===== config.mk =====
export PLATFORM = sky130hd
export DESIGN_NAME = sad_operand_fetcher
export DESIGN_NICKNAME = d
export VERILOG_FILES = /design/src/rtl/sad_pkg.sv /design/src/rtl/sad_byte_aligner.sv /design/src/rtl/sad_operand_fetcher.sv
export SDC_FILE = /design/constraint.sdc
export NUM_CORES = 1
export LEC_CHECK = 0
export BUFFER_PORTS_ARGS = -buffer_cell sky130_fd_sc_hd__buf_2
export CORE_MARGIN = 2
export CORE_UTILIZATION = 59
export CTS_CLUSTER_SIZE = 10
export DETAILED_ROUTE_END_ITERATION = 8
export PLACE_DENSITY = 0.83
export SLEW_MARGIN = 20
export SYNTH_ARGS = -nofsm -noshare
export SYNTH_HDL_FRONTEND = slang
export SYNTH_HIERARCHICAL = 1
export SYNTH_SLANG_ARGS = --single-unit

===== constraint.sdc =====
create_clock -name clk -period 4.5 [get_ports clk]
set_input_delay 0.225 -clock clk [delete_from_list [all_inputs] [get_ports clk]]
set_output_delay 0.225 -clock clk [all_outputs]
set_load 0.01 [all_outputs]

===== src/rtl/sad_pkg.sv =====
`default_nettype none
// ============================================================================
// Module   : sad_pkg
// Brief    : Shared types and helpers for the packed-SAD operand fetcher.
// Revision : 1.0
// ============================================================================
package sad_pkg;

    localparam int PIX_W = 8;
    localparam int LANES = 4;

    typedef enum logic [2:0] {
        ST_IDLE = 3'd0,
        ST_PRE  = 3'd1,
        ST_PREW = 3'd2,
        ST_RD   = 3'd3,
        ST_CAP  = 3'd4,
        ST_OUT  = 3'd5,
        ST_DONE = 3'd6
    } sad_state_e;

    // Pixel offset of a byte address inside its 4-pixel word.
    function automatic logic [1:0] byte_off(input logic [31:0] byte_addr);
        return 2'(byte_addr % 32'(LANES));
    endfunction

endpackage
`default_nettype wire


===== src/rtl/sad_byte_aligner.sv =====
`default_nettype none
// ============================================================================
// Module   : sad_byte_aligner
// Brief    : Funnel shift selecting four consecutive pixels from {hi, lo}.
// Revision : 1.0
// ============================================================================
module sad_byte_aligner
    import sad_pkg::*;
(
    input  logic [31:0] hi,
    input  logic [31:0] lo,
    input  logic [1:0]  off,
    output logic [31:0] out
);

    // Offset 0 means the newly read word is already aligned, so it passes whole.
    always_comb begin
        out = hi;
        case (off)
            2'd1:    out = {hi[PIX_W-1:0],   lo[31:PIX_W]};
            2'd2:    out = {hi[2*PIX_W-1:0], lo[31:2*PIX_W]};
            2'd3:    out = {hi[3*PIX_W-1:0], lo[31:3*PIX_W]};
            default: out = hi;
        endcase
    end

endmodule
`default_nettype wire


===== src/rtl/sad_operand_fetcher.sv =====
`default_nettype none
// ============================================================================
// Module   : sad_operand_fetcher
// Brief    : Walks a candidate window and streams frame/window word pairs to
//            the 4x8-bit SAD unit. Optional SAD_FETCH_STALL_CNT_EN adds a
//            saturating backpressure counter on stall_cnt.
// Revision : 1.0
// ============================================================================
module sad_operand_fetcher
    import sad_pkg::*;
#(
    parameter int FRAME_W = 64,
    parameter int FRAME_H = 64,
    parameter int WIN_W   = 16,
    parameter int WIN_H   = 16,
    parameter int ADDR_W  = 16
)(
    input  logic              clk,
    input  logic              rst_n,
    input  logic              start,
    input  logic [ADDR_W-1:0] frame_base,
    input  logic [ADDR_W-1:0] win_base,
    input  logic [15:0]       pos_x,
    input  logic [15:0]       pos_y,
    output logic              frm_rd,
    output logic [ADDR_W-1:0] frm_addr,
    input  logic [31:0]       frm_data,
    output logic              win_rd,
    output logic [ADDR_W-1:0] win_addr,
    input  logic [31:0]       win_data,
    output logic [31:0]       out_a,
    output logic [31:0]       out_b,
    output logic              out_valid,
    input  logic              out_ready,
    output logic              out_last,
    output logic              busy,
    output logic              done,
    output logic              err,
    output logic [15:0]       stall_cnt
);

    localparam int          BYTE_W     = ADDR_W + 2;
    localparam logic [15:0] C_LAST_COL = 16'(WIN_W / LANES - 1);
    localparam logic [15:0] C_LAST_ROW = 16'(WIN_H - 1);

    sad_state_e        r_state;
    sad_state_e        w_next;
    logic [BYTE_W-1:0] r_row_byte;
    logic [BYTE_W-1:0] w_start_byte;
    logic [BYTE_W-1:0] w_next_row_byte;
    logic [ADDR_W-1:0] r_frm_ptr;
    logic [ADDR_W-1:0] r_win_ptr;
    logic [1:0]        r_off;
    logic [31:0]       r_hold;
    logic [31:0]       r_out_a;
    logic [31:0]       r_out_b;
    logic [31:0]       w_aligned;
    logic [15:0]       r_row;
    logic [15:0]       r_col;
    logic              r_valid;
    logic              r_last;
    logic              r_err;
    logic              w_range_err;
    logic              w_accept;
    logic              w_row_end;

    assign w_start_byte    = {frame_base, 2'b00}
                           + BYTE_W'(pos_y) * BYTE_W'(FRAME_W)
                           + BYTE_W'(pos_x);
    assign w_next_row_byte = r_row_byte + BYTE_W'(FRAME_W);
    assign w_range_err     = (pos_x > 16'(FRAME_W - WIN_W)) || (pos_y > 16'(FRAME_H - WIN_H));
    assign w_accept        = r_valid & out_ready;
    assign w_row_end       = (r_col == C_LAST_COL);

    assign frm_addr  = r_frm_ptr;
    assign win_addr  = r_win_ptr;
    assign out_a     = r_out_a;
    assign out_b     = r_out_b;
    assign out_valid = r_valid;
    assign out_last  = r_last;

    sad_byte_aligner u_aligner (
        .hi  (frm_data),
        .lo  (r_hold),
        .off (r_off),
        .out (w_aligned)
    );

    always_ff @(posedge clk or negedge rst_n) begin
        if (!rst_n) begin
            r_state <= ST_IDLE;
        end else begin
            r_state <= w_next;
        end
    end

    always_comb begin
        w_next = r_state;
        frm_rd = 1'b0;
        win_rd = 1'b0;
        busy   = (r_state != ST_IDLE);
        done   = 1'b0;
        err    = 1'b0;
        case (r_state)
            ST_IDLE: begin
                if (start) begin
                    if (w_range_err)
                        w_next = ST_DONE;
                    else if (byte_off(32'(w_start_byte)) != 2'd0)
                        w_next = ST_PRE;
                    else
                        w_next = ST_RD;
                end
            end
            ST_PRE: begin
                frm_rd = 1'b1;
                w_next = ST_PREW;
            end
            ST_PREW: w_next = ST_RD;
            ST_RD: begin
                frm_rd = 1'b1;
                win_rd = 1'b1;
                w_next = ST_CAP;
            end
            ST_CAP: w_next = ST_OUT;
            ST_OUT: begin
                if (w_accept) begin
                    if (r_last)
                        w_next = ST_DONE;
                    else if (w_row_end && byte_off(32'(w_next_row_byte)) != 2'd0)
                        w_next = ST_PRE;
                    else
                        w_next = ST_RD;
                end
            end
            ST_DONE: begin
                done   = 1'b1;
                err    = r_err;
                w_next = ST_IDLE;
            end
            default: w_next = ST_IDLE;
        endcase
    end

    always_ff @(posedge clk or negedge rst_n) begin
        if (!rst_n) begin
            r_row_byte <= '0;
            r_frm_ptr  <= '0;
            r_win_ptr  <= '0;
            r_off      <= 2'd0;
            r_hold     <= 32'd0;
            r_out_a    <= 32'd0;
            r_out_b    <= 32'd0;
            r_row      <= 16'd0;
            r_col      <= 16'd0;
            r_valid    <= 1'b0;
            r_last     <= 1'b0;
            r_err      <= 1'b0;
        end else begin
            case (r_state)
                ST_IDLE: begin
                    if (start) begin
                        r_err      <= w_range_err;
                        r_row_byte <= w_start_byte;
                        r_frm_ptr  <= w_start_byte[BYTE_W-1:2];
                        r_off      <= byte_off(32'(w_start_byte));
                        r_win_ptr  <= win_base;
                        r_row      <= 16'd0;
                        r_col      <= 16'd0;
                    end
                end
                ST_PREW: begin
                    r_hold    <= frm_data;
                    r_frm_ptr <= r_frm_ptr + ADDR_W'(1);
                end
                ST_CAP: begin
                    r_out_a <= w_aligned;
                    r_hold  <= frm_data;
                    r_out_b <= win_data;
                    r_valid <= 1'b1;
                    r_last  <= (r_row == C_LAST_ROW) && (r_col == C_LAST_COL);
                end
                ST_OUT: begin
                    if (w_accept) begin
                        r_valid   <= 1'b0;
                        r_last    <= 1'b0;
                        r_win_ptr <= r_win_ptr + ADDR_W'(1);
                        // Each row restarts from its own byte address so the offset can differ per row.
                        if (w_row_end) begin
                            r_row      <= r_row + 16'd1;
                            r_col      <= 16'd0;
                            r_row_byte <= w_next_row_byte;
                            r_frm_ptr  <= w_next_row_byte[BYTE_W-1:2];
                            r_off      <= byte_off(32'(w_next_row_byte));
                        end else begin
                            r_col     <= r_col + 16'd1;
                            r_frm_ptr <= r_frm_ptr + ADDR_W'(1);
                        end
                    end
                end
                default: ;
            endcase
        end
    end

`ifdef SAD_FETCH_STALL_CNT_EN
    logic [15:0] r_stall;

    always_ff @(posedge clk or negedge rst_n) begin
        if (!rst_n) begin
            r_stall <= 16'd0;
        end else if (r_state == ST_IDLE && start) begin
            r_stall <= 16'd0;
        end else if (r_valid && !out_ready && r_stall != 16'hFFFF) begin
            r_stall <= r_stall + 16'd1;
        end
    end

    assign stall_cnt = r_stall;
`else
    assign stall_cnt = 16'd0;
`endif

endmodule
`default_nettype wire


## Word level (Yosys, flattened, before mapping)

Index checks and enable logic that the tools add are counted.

- Bits in registers: 186
- Input port bits: 132
- Output and inout port bits: 119
- Word-level logic and storage cells: 92

- $add $sub $neg: 7
- $lt $le $gt $ge: 2
- Equality and inequality tests: 14
- Mux-type cells: 37
- Bitwise gates (word level): 1
- Reduce and logical (&&, ||, !) cells: 18

Operators with widths:

| cell | number |
|---|---|
| $mux W16 | 10 |
| $pmux W16 S2 | 3 |
| $pmux W32 S3 | 1 |
| $add A16 B1 Y16 const B | 4 |
| $mux W18 | 3 |
| $pmux W16 S3 | 1 |
| $pmux W18 S2 | 1 |
| $gt A16 B6 Y1 const B | 2 |
| $add A18 B16 Y18 | 1 |
| $add A18 B18 Y18 | 1 |
| $add A18 B7 Y18 const B | 1 |
| $pmux W3 S6 | 1 |
| $eq A16 B2 Y1 const B | 1 |
| $eq A16 B4 Y1 const B | 1 |
| $mux W3 | 4 |
| $mux W2 | 5 |
| $eq A3 B3 Y1 const B | 3 |
| $reduce_bool A2 Y1 | 4 |
| $eq A3 B2 Y1 const B | 2 |
| $ne A2 B2 Y1 const B | 3 |
| $reduce_and A2 Y1 | 3 |
| $reduce_and A3 Y1 | 2 |
| $reduce_bool A3 Y1 | 2 |
| $mux W1 | 5 |
| other kinds (11) | 15 |

## Logic depth before layout (Yosys ltp)

Gate-level depths: netlist (run 1).

- Word-level depth: 7
- Depth in mapped cells: 10
- Mapped depth without buffers: 10

## Modules after synthesis

The synthesis (run 1) kept the hierarchy.

Modules (own cells, without submodules):

| module | times used | cells an instance | area an instance (sq um) | seq. area each (sq um) |
|---|---|---|---|---|
| sad_operand_fetcher | 1 | 961 | 9974.6 | 4654.5 |
| sad_byte_aligner | 1 | 40 | 828.3 | 0.0 |

## Worst setup path after synthesis (run 1)

No wires, ideal clock.

- Path type: in2reg
- From: input port frame_base[10]
- To: register r_row_byte[14]
- Library setup time: 126 ps
- Data arrival time: 2357 ps
- Data required time: 4374 ps
- Setup slack: 2017 ps
- Cell stages on the path: 9
- Buffers on the path: 1
- Cells stage by stage: fa_1 -> ha_1 -> buf_2 -> and3_4 -> a221oi_1 -> nor2b_1 -> a311oi_1 -> xnor2_1 -> a221o_1

- Longest elaborated chain between the ends: 4

RTL lines:

| item | RTL line | RTL |
|---|---|---|
| start: declaration | sad_operand_fetcher.sv:21 | `input logic [ADDR_W-1:0] frame_base,` |
| $add A18 B18 Y18 | sad_operand_fetcher.sv:68 | `+ BYTE_W'(pos_y) * BYTE_W'(FRAME_W)` |
| $add A18 B16 Y18 | sad_operand_fetcher.sv:69 | `+ BYTE_W'(pos_x);` |
| $mux W18 | sad_operand_fetcher.sv:162 | `if (start) begin` |
| $pmux W18 S2 | sad_operand_fetcher.sv:160 | `case (r_state)` |
| end signal: assignment | sad_operand_fetcher.sv:164 | `r_row_byte <= w_start_byte;` |
| end signal: assignment | sad_operand_fetcher.sv:192 | `r_row_byte <= w_next_row_byte;` |
| end: declaration | sad_operand_fetcher.sv:48 | `logic [BYTE_W-1:0] r_row_byte;` |

No other way between the ends. The select of a mux whose other input is x is not followed.
A chain may end at the register's enable or synchronous reset.

## Worst setup path in the final report (run 1)

- From: register r_col[0]
- To: register r_row_byte[14]

- Longest elaborated chain between the ends: 3

RTL lines:

| item | RTL line | RTL |
|---|---|---|
| start: declaration | sad_operand_fetcher.sv:59 | `logic [15:0] r_col;` |
| start signal: assignment | sad_operand_fetcher.sv:196 | `r_col <= r_col + 16'd1;` |
| $eq A16 B2 Y1 | sad_operand_fetcher.sv:73 | `assign w_row_end = (r_col == C_LAST_COL);` |
| $ne A2 B2 Y1 (no source line) | - |  |
| $reduce_and A4 Y1 (no source line) | - |  |

No other way between the ends.

==> impl_metrics.yaml, run 1 <==
timing:
  setup_viol: 0
  min_period_over_period: 0.681
  layout_min_cycle_time_ps: 3060
  finalClockSkew_ps: 11.4
  slew_violations: 0
  max_slew_margin: 0.288
  final.setup.worst_slack_ps: 1440
  fin_hold_ws_ps: 5.18
  finalSetupTns_ps: 0
  finalHoldViolCount: 0
  rsz0062_at_grt: "no"
  fmax_ghz: 0.326
  tightest_slew_ps: 1070
power_and_ir_drop:
  ir_worst_vdd_uv: 417
  p_total_mw: 8.12
  leakagePower_nw: 5.53
  power.density_nw_per_um2: 655
worst_setup_path:
  required_ps: 4820
  start_kind: "flip-flop"
  max_stage_delay_ps: 880
  end_kind: "flip-flop"
  critPathKind: "reg2reg"
  path_cells: "ha_1, nor4b_2, nand4_1, a21oi_2, o21ai_0, a221o_1"
  path_max_fanout: 18
  cp_data_arrival_time_ps: 3390
  crit_slowest_cell: "a21oi_2"
placement:
  dp.final_hpwl_mm: 19.2
  port_buffers: 234
  pre_cts_ws_ps: 1530
  place.gp.congestion: 0.888
detailed_routing:
  vias: 8934
  wl_mm: 26.8
  wl_per_cell_um: 18.6
  drt_pass1_iterations: 5
  drcViolationCount: 0
  first_iter_violations: 772
  ant_nets: 0
  via_per_inst: 6.17
worst_hold_path:
  hold_path.class: "in2reg"
floorplanning:
  die-area_um2: 18900
  core_area_um2: 17400
  boundaryPins: 251
  initial_core_util: 0.606
  die_w_um: 137
  rows: 48
  die_y_um: 137
global_routing:
  gr-usage-all-layers: 0.281
  antenna_found_initial: 2
  overflow: 0
  grt_start_max_net_pins: 105
  grt_pass1_wl_mm: 41.6
  grt_pass1_vias: 8345
layout:
  mostFrequentLayoutCell: "buf_2"
  final_cell_mix: "buf_2 (233), dfrtp_1 (177), nand2_1 (100)"
  syn2layout_area_growth_pct: 17.9
  drive_gt1_frac: 0.346
  fin_nets: 1373
  nFillCells: 1231
clock_network:
  cts_sinks: 178
  cts_resized: 0
  cts.path.max_buffers: 2
  hold_buffers: 6
  cts_buffers: 17
  root_buffer: "clkbuf_16"
  path_clk_slew_ps: 70
  h-tree-depth: 4
  cts_tree: "yes"
  cts_setup_buffers: 0
  clkLatencyLatePin_ps: 440
logic_synthesis:
  synthCells: 985
  syn_avg_cell_area_um2: 10.7
  syn_area_um2: 10500
  yosysWarningCount: 6
flow_run:
  max_cap_viol_count: 0
outcome:
  status: "finished, final reports clean"
-- worst paths after layout --
check	startpoint	endpoint	slack, ps	cells past startpoint
max	r_col[0]	r_row_byte[14]	1440	6
min	win_data[28]	out_b[28]	5	2
max reg2reg	r_col[0]	r_row_byte[14]	1440	6
min reg2reg	r_err	r_err	490	2
max in group asynchronous	rst_n	out_b[18]	2870	3
min in group asynchronous	rst_n	win_addr[6]	460	2
-- per-layer routing --
| layer | track usage | share of wire |
|---|---|---|
| met1 | 0.372 | 0.38 |
| met5 | 0 | 0 |
| met4 | 0.124 | 0.030 |
| met3 | 0.0618 | 0.093 |
| met2 | 0.449 | 0.49 |
-- sequential cells by signal (all words and copies together) (netlist names) --
name / cells
out_valid: 1
out_a: 32
r_row_byte: 18
win_addr: 16
r_state: 3
r_hold: 24
r_row: 16
out_b: 32
r_col: 16
r_err: 1
r_off: 2
frm_addr: 16
out_last: 1
-- cell type report --
cell class              instances  area (um^2)  share of cell area
multi-input cells             736         5630               0.454
diodes                          3         7.51            0.000605
clock buffers                  17          425              0.0343
repair buffers                253         1340               0.108
well taps                     225          282              0.0227
inverters                      20         75.1             0.00605
flip-flops and latches        178         4460               0.359
clock inverters                15          184              0.0148
-- where the power goes --
| part | internal [mW] | switching, mW | leakage, nW |
|---|---|---|---|
| clock | 0.801 | 0.726 | 0.300 |
| combinational | 1.77 | 1.89 | 3.06 |
| sequential | 2.28 | 0.658 | 2.17 |
-- critical path: cells and delay by family, from the launching register on --
kind / cells / cell delay, ps
adder cells (fa/ha/maj): 1 / 250
AO/OA/AOI/OAI: 3 / 1430
AND/OR/NAND/NOR: 2 / 840
flip-flops: 1 / 420
-- metrics by stage --
stage                     utilization  std cells  area (um^2)
after global routing            0.714       1446        12400
after global placement          0.675       1405        11700
final                           0.714       1447        12400
after detailed placement        0.675       1405        11700
after CTS                       0.713       1443        12400
after floorplan                     -       1000        10600
(Power assumes the default switching activity.)
==> run 2, diff against run 1 <==
ABC_AREA = 1   (was default)
CORE_UTILIZATION = 50   (was 59)
PLACE_DENSITY = 0.74   (was 0.83)
clock period = 2.5 ns   (was 4.5 ns; I/O delays follow)
==> impl_metrics.yaml, run 2 <==
timing:
  rsz0062_at_grt: "no"
  finalHoldViolCount: 0
  tightest_slew_ps: 737
  setup_viol: 0
  min_period_over_period: 0.858
  slew_violations: 0
  fmax_ghz: 0.466
  finalClockSkew_ps: 10.8
  layout_min_cycle_time_ps: 2140
  max_slew_margin: 0.508
  finalSetupTns_ps: 0
flow_run:
  max_cap_viol_count: 0
placement:
  place_area_um2: 12600
  port_buffers: 234
  dp.final_hpwl_mm: 22.2
  place.gp.congestion: 0.909
detailed_routing:
  vias: 11300
  via_per_inst: 5.39
  drcViolationCount: 0
  first_iter_violations: 973
  wl_mm: 31.4
  wl_per_cell_um: 14.9
  ant_nets: 0
  drt_pass1_iterations: 6
logic_synthesis:
  yosysWarningCount: 6
  syn_area_um2: 11200
  syn_avg_cell_area_um2: 7.34
  synthCells: 1529
floorplanning:
  die-area_um2: 23700
  boundaryPins: 251
  core_area_um2: 22000
  die_y_um: 154
  initial_core_util: 0.511
  rows: 54
  die_w_um: 154
global_routing:
  grt_pass1_wl_mm: 51.4
  gr-usage-all-layers: 0.264
  grt_pass1_vias: 10600
  grt_start_max_net_pins: 67
  antenna_found_initial: 0
  overflow: 0
clock_network:
  path_clk_slew_ps: 70
  cts_setup_buffers: 0
  cts_buffers: 17
  h-tree-depth: 4
  clkLatencyLatePin_ps: 430
  cts_tree: "yes"
  root_buffer: "clkbuf_16"
  cts_sinks: 178
  cts.path.max_buffers: 2
power_and_ir_drop:
  combPwrFrac: 0.504
  ir_worst_vdd_uv: 839
  cellInternalPower_mw: 8.69
  p_clk_frac: 0.174
  power.density_nw_per_um2: 1140
  leakagePower_nw: 7.18
  power_frac_seq: 0.322
  p_sw_frac: 0.451
  power_switching_mw: 7.13
layout:
  antenna_cells: 0
  syn2layout_area_growth_pct: 23.9
  fin_nets: 1980
  mostFrequentLayoutCell: "nand2_1"
  fin_area_um2: 13900
  drive_gt1_frac: 0.193
  final_cell_mix: "nand2_1 (506), buf_2 (233), nand3_1 (182)"
worst_setup_path:
  cp_data_arrival_time_ps: 2510
  critPathKind: "reg2reg"
  start_kind: "flip-flop"
  path_max_fanout: 23
  required_ps: 2870
  end_kind: "flip-flop"
worst_hold_path:
  hold_path.class: "in2reg"
outcome:
  status: "finished, final reports clean"
## run 2: final timing paths
path / from / endpoint / slack, ps / cells after the start
worst max-delay path: r_state[1] / frm_addr[7] / 360 / 9
worst min-delay path: win_base[14] / win_addr[14] / 10 / 5
worst max register to register: r_state[1] / frm_addr[7] / 360 / 9
worst min register to register: out_a[9] / out_a[9] / 470 / 2
max in group asynchronous: rst_n / out_last / 1560 / 3
min in group asynchronous: rst_n / out_a[18] / 230 / 2
## run 2: through the flow
stage | setup slack [ps] | std cells | hold slack [ps] | util | total power, mW
after global placement | 366 | 2007 | 128 | 0.575 | 12.7
after global routing | 185 | 2106 | 8.22 | 0.633 | 17.1
after floorplan | 559 | 1544 | -171 | - | 10.4
after detailed placement | 334 | 2007 | 130 | 0.575 | 12.9
after CTS | 395 | 2106 | 1.80 | 0.633 | 15.8
final | 355 | 2106 | 12.6 | 0.633 | 15.8
## run 2: cell type report
cell class	count	area [um^2]
Multi-Input combinational cell	1165	5910
Tap cell	280	350
Clock buffer	18	429
Sequential cell	178	4460
Timing Repair Buffer	330	2130
Inverter	121	454
Clock inverter	14	176
Fill cell	1956	8050
## run 2: timing repair
action,in CTS,in global routing
hold buffers,67,0
endpoints found under the hold margin,118,0
setup endpoints to repair,0,0
gates resized for setup,0,0
## run 2: metal layers
layer | routed length, um | vias up | GRT usage
met3 | 2110 | 58 | 0.0493
met4 | 657 | 0 | 0.0823
li1 | - | 5542 | -
met5 | 0 | - | 0
met2 | 14900 | 465 | 0.438
met1 | 13600 | 5277 | 0.353
## run 2: worst max-delay path, cell delays in order, from the launching register on
cell and delay (ps):
dfrtp_1 390, inv_2 110, nand2_1 140, nor2_4 290, buf_4 350, a21oi_1 120
buf_4 190, o21ai_0 290, nor2_1 100, nor2_1 90
## run 2: power groups by stage
| stage | Combinational [mW] | Sequential (mW) | Clock (mW) |
|---|---|---|---|
| floorplan | 5.14 | 5.22 | 0 |
| global placement | 7.67 | 5.06 | 0 |
| detailed placement | 7.83 | 5.11 | 0 |
| CTS | 7.93 | 5.06 | 2.84 |
| global route | 8.90 | 5.25 | 2.95 |
| finish | 7.98 | 5.09 | 2.76 |
==> run 3, diff against run 2 <==
ABC_AREA = default   (was 1)
CORE_UTILIZATION = 55   (was 50)
PLACE_DENSITY = 0.78   (was 0.74)
clock period = 2.2 ns   (was 2.5 ns; I/O delays follow)
==> impl_metrics.yaml, run 3 (synthesized netlist as in run 1, its figures left out) <==
timing:
  finalSetupTns_ps: 0
  min_period_over_period: 0.984
  layout_min_cycle_time_ps: 2170
  rsz0062_at_grt: "yes"
  setup_viol: 0
  finalHoldViolCount: 0
  tightest_slew_ps: 541
  finalClockSkew_ps: 18.9
  fmax_ghz: 0.462
  final.setup.worst_slack_ps: 34.7
  slew_violations: 0
  max_slew_margin: 0.636
detailed_routing:
  drcViolationCount: 0
  via_per_inst: 5.95
  wl_mm: 30.1
  drt_pass1_iterations: 5
  first_iter_violations: 814
  wl_per_cell_um: 18.8
  ant_nets: 0
  vias: 9525
worst_setup_path:
  cp_data_arrival_time_ps: 2500
  end_kind: "flip-flop"
  start_kind: "flip-flop"
  critPathKind: "reg2reg"
  path_max_fanout: 7
  r2r_cells: 8
  required_ps: 2530
floorplanning:
  boundaryPins: 251
  rows: 50
  initial_core_util: 0.562
  die-area_um2: 20200
  core_area_um2: 18700
  die_w_um: 142
  die_y_um: 142
placement:
  pre_cts_ws_ps: -185
  port_buffers: 234
  place.gp.congestion: 0.895
  place_area_um2: 12500
  dp.final_hpwl_mm: 20.2
global_routing:
  grt_pass1_vias: 9468
  grt_start_max_net_pins: 79
  overflow: 0
  grt_pass1_wl_mm: 48.0
  gr-usage-all-layers: 0.301
  antenna_found_initial: 0
clock_network:
  h-tree-depth: 4
  cts_buffers: 17
  cts_sinks: 178
  cts_tree: "yes"
  root_buffer: "clkbuf_16"
  cts.path.max_buffers: 2
  path_clk_slew_ps: 70
  clkLatencyLatePin_ps: 450
flow_run:
  max_cap_viol_count: 0
layout:
  multi_input_area_um2: 5710
  seq_area_um2: 4460
  fin_nets: 1521
  nFillCells: 1254
  fin_area_um2: 13900
  drive_gt1_frac: 0.376
  final_cell_mix: "buf_2 (233), dfrtp_1 (177), nand2_1 (99)"
  syn2layout_area_growth_pct: 31.8
  mostFrequentLayoutCell: "buf_2"
power_and_ir_drop:
  power.density_nw_per_um2: 1260
  cellInternalPower_mw: 10.5
  p_total_mw: 17.5
  power_frac_seq: 0.334
  power_switching_mw: 7.04
  combPwrFrac: 0.492
  p_clk_frac: 0.174
  leakagePower_nw: 6.26
  ir_worst_vdd_uv: 768
  p_sw_frac: 0.402
worst_hold_path:
  whs_path_depth: 3
  hold_path.class: "in2reg"
outcome:
  status: "finished, final reports clean"
-- run 3: cell types whose count changed in the layout (fill, tap and decap cells not counted), sizes merged, moves of 7 or more --
cell	delta
nand3	-154
inv	-97
nor2	-46
a221oi	+7
mux2	+65
nand2	-410
mux4	+32
nor4	+12
a31oi	+12
a21o	+9
and3	+11
xnor2	+18
buf	+67
nand4	-37
-- run 3: cell type report --
| type | count | share of cell area |
|---|---|---|
| flip-flops and latches | 178 | 0.322 |
| clock buffers | 19 | 0.0320 |
| repair buffers | 401 | 0.198 |
| clock inverters | 13 | 0.00966 |
| inverters | 20 | 0.00542 |
| multi-input cells | 736 | 0.412 |
| well taps | 234 | 0.0211 |
| diodes | 1 | 0.000181 |
-- run 3: metrics by stage --
step,hold slack [ps],cells,util
global placement,53.6,1495,0.669
finish,13.4,1602,0.741
global route,33.6,1601,0.741
detailed placement,55.7,1495,0.669
floorplan,-186,1000,-
CTS,2.33,1598,0.738
-- run 3: worst paths after layout --
| kind | from | endpoint | slack, ps |
|---|---|---|---|
| setup / recovery | r_col[15] | r_row[5] | 30 |
| hold / removal | win_base[8] | win_addr[8] | 10 |
| setup reg to reg | r_col[15] | r_row[5] | 30 |
| hold reg to reg | r_row_byte[3] | r_row_byte[3] | 490 |
| max in group asynchronous | rst_n | r_off[1] | 1250 |
| min in group asynchronous | rst_n | frm_addr[10] | 140 |
-- run 3: worst max-delay path, cell delays in order (launching register included) --
cell and delay (ps):
dfrtp_1 410, nor4_2 360, nand4_1 300, buf_6 230
a211oi_4 210, buf_6 150, and3_1 180, xnor2_1 140
nor2_2 50
-- run 3: power by group through the flow --
stage | Combinational (mW) | Clock (mW) | Sequential [mW]
global placement | 8.10 | 0 | 5.72
finish | 8.61 | 3.04 | 5.85
floorplan | 5.19 | 0 | 6.00
detailed placement | 8.30 | 0 | 5.81
CTS | 8.46 | 3.05 | 5.76
global route | 9.34 | 3.21 | 6.01
-- run 3: routing by layer --
| metal | up-vias | track usage | part of all wire |
|---|---|---|---|
| met1 | 4603 | 0.382 | 0.39 |
| met4 | 0 | 0.148 | 0.042 |
| met3 | 97 | 0.0602 | 0.074 |
| met2 | 483 | 0.496 | 0.49 |
| li1 | 4342 | - | - |
| met5 | - | 0 | 0 |
-- run 3: timing repair --
action,CTS,global route
hold buffers,71,0
gates resized for setup,0,6
buffers inserted,0,3
hold endpoints to repair,131,0
setup endpoints to repair,0,18
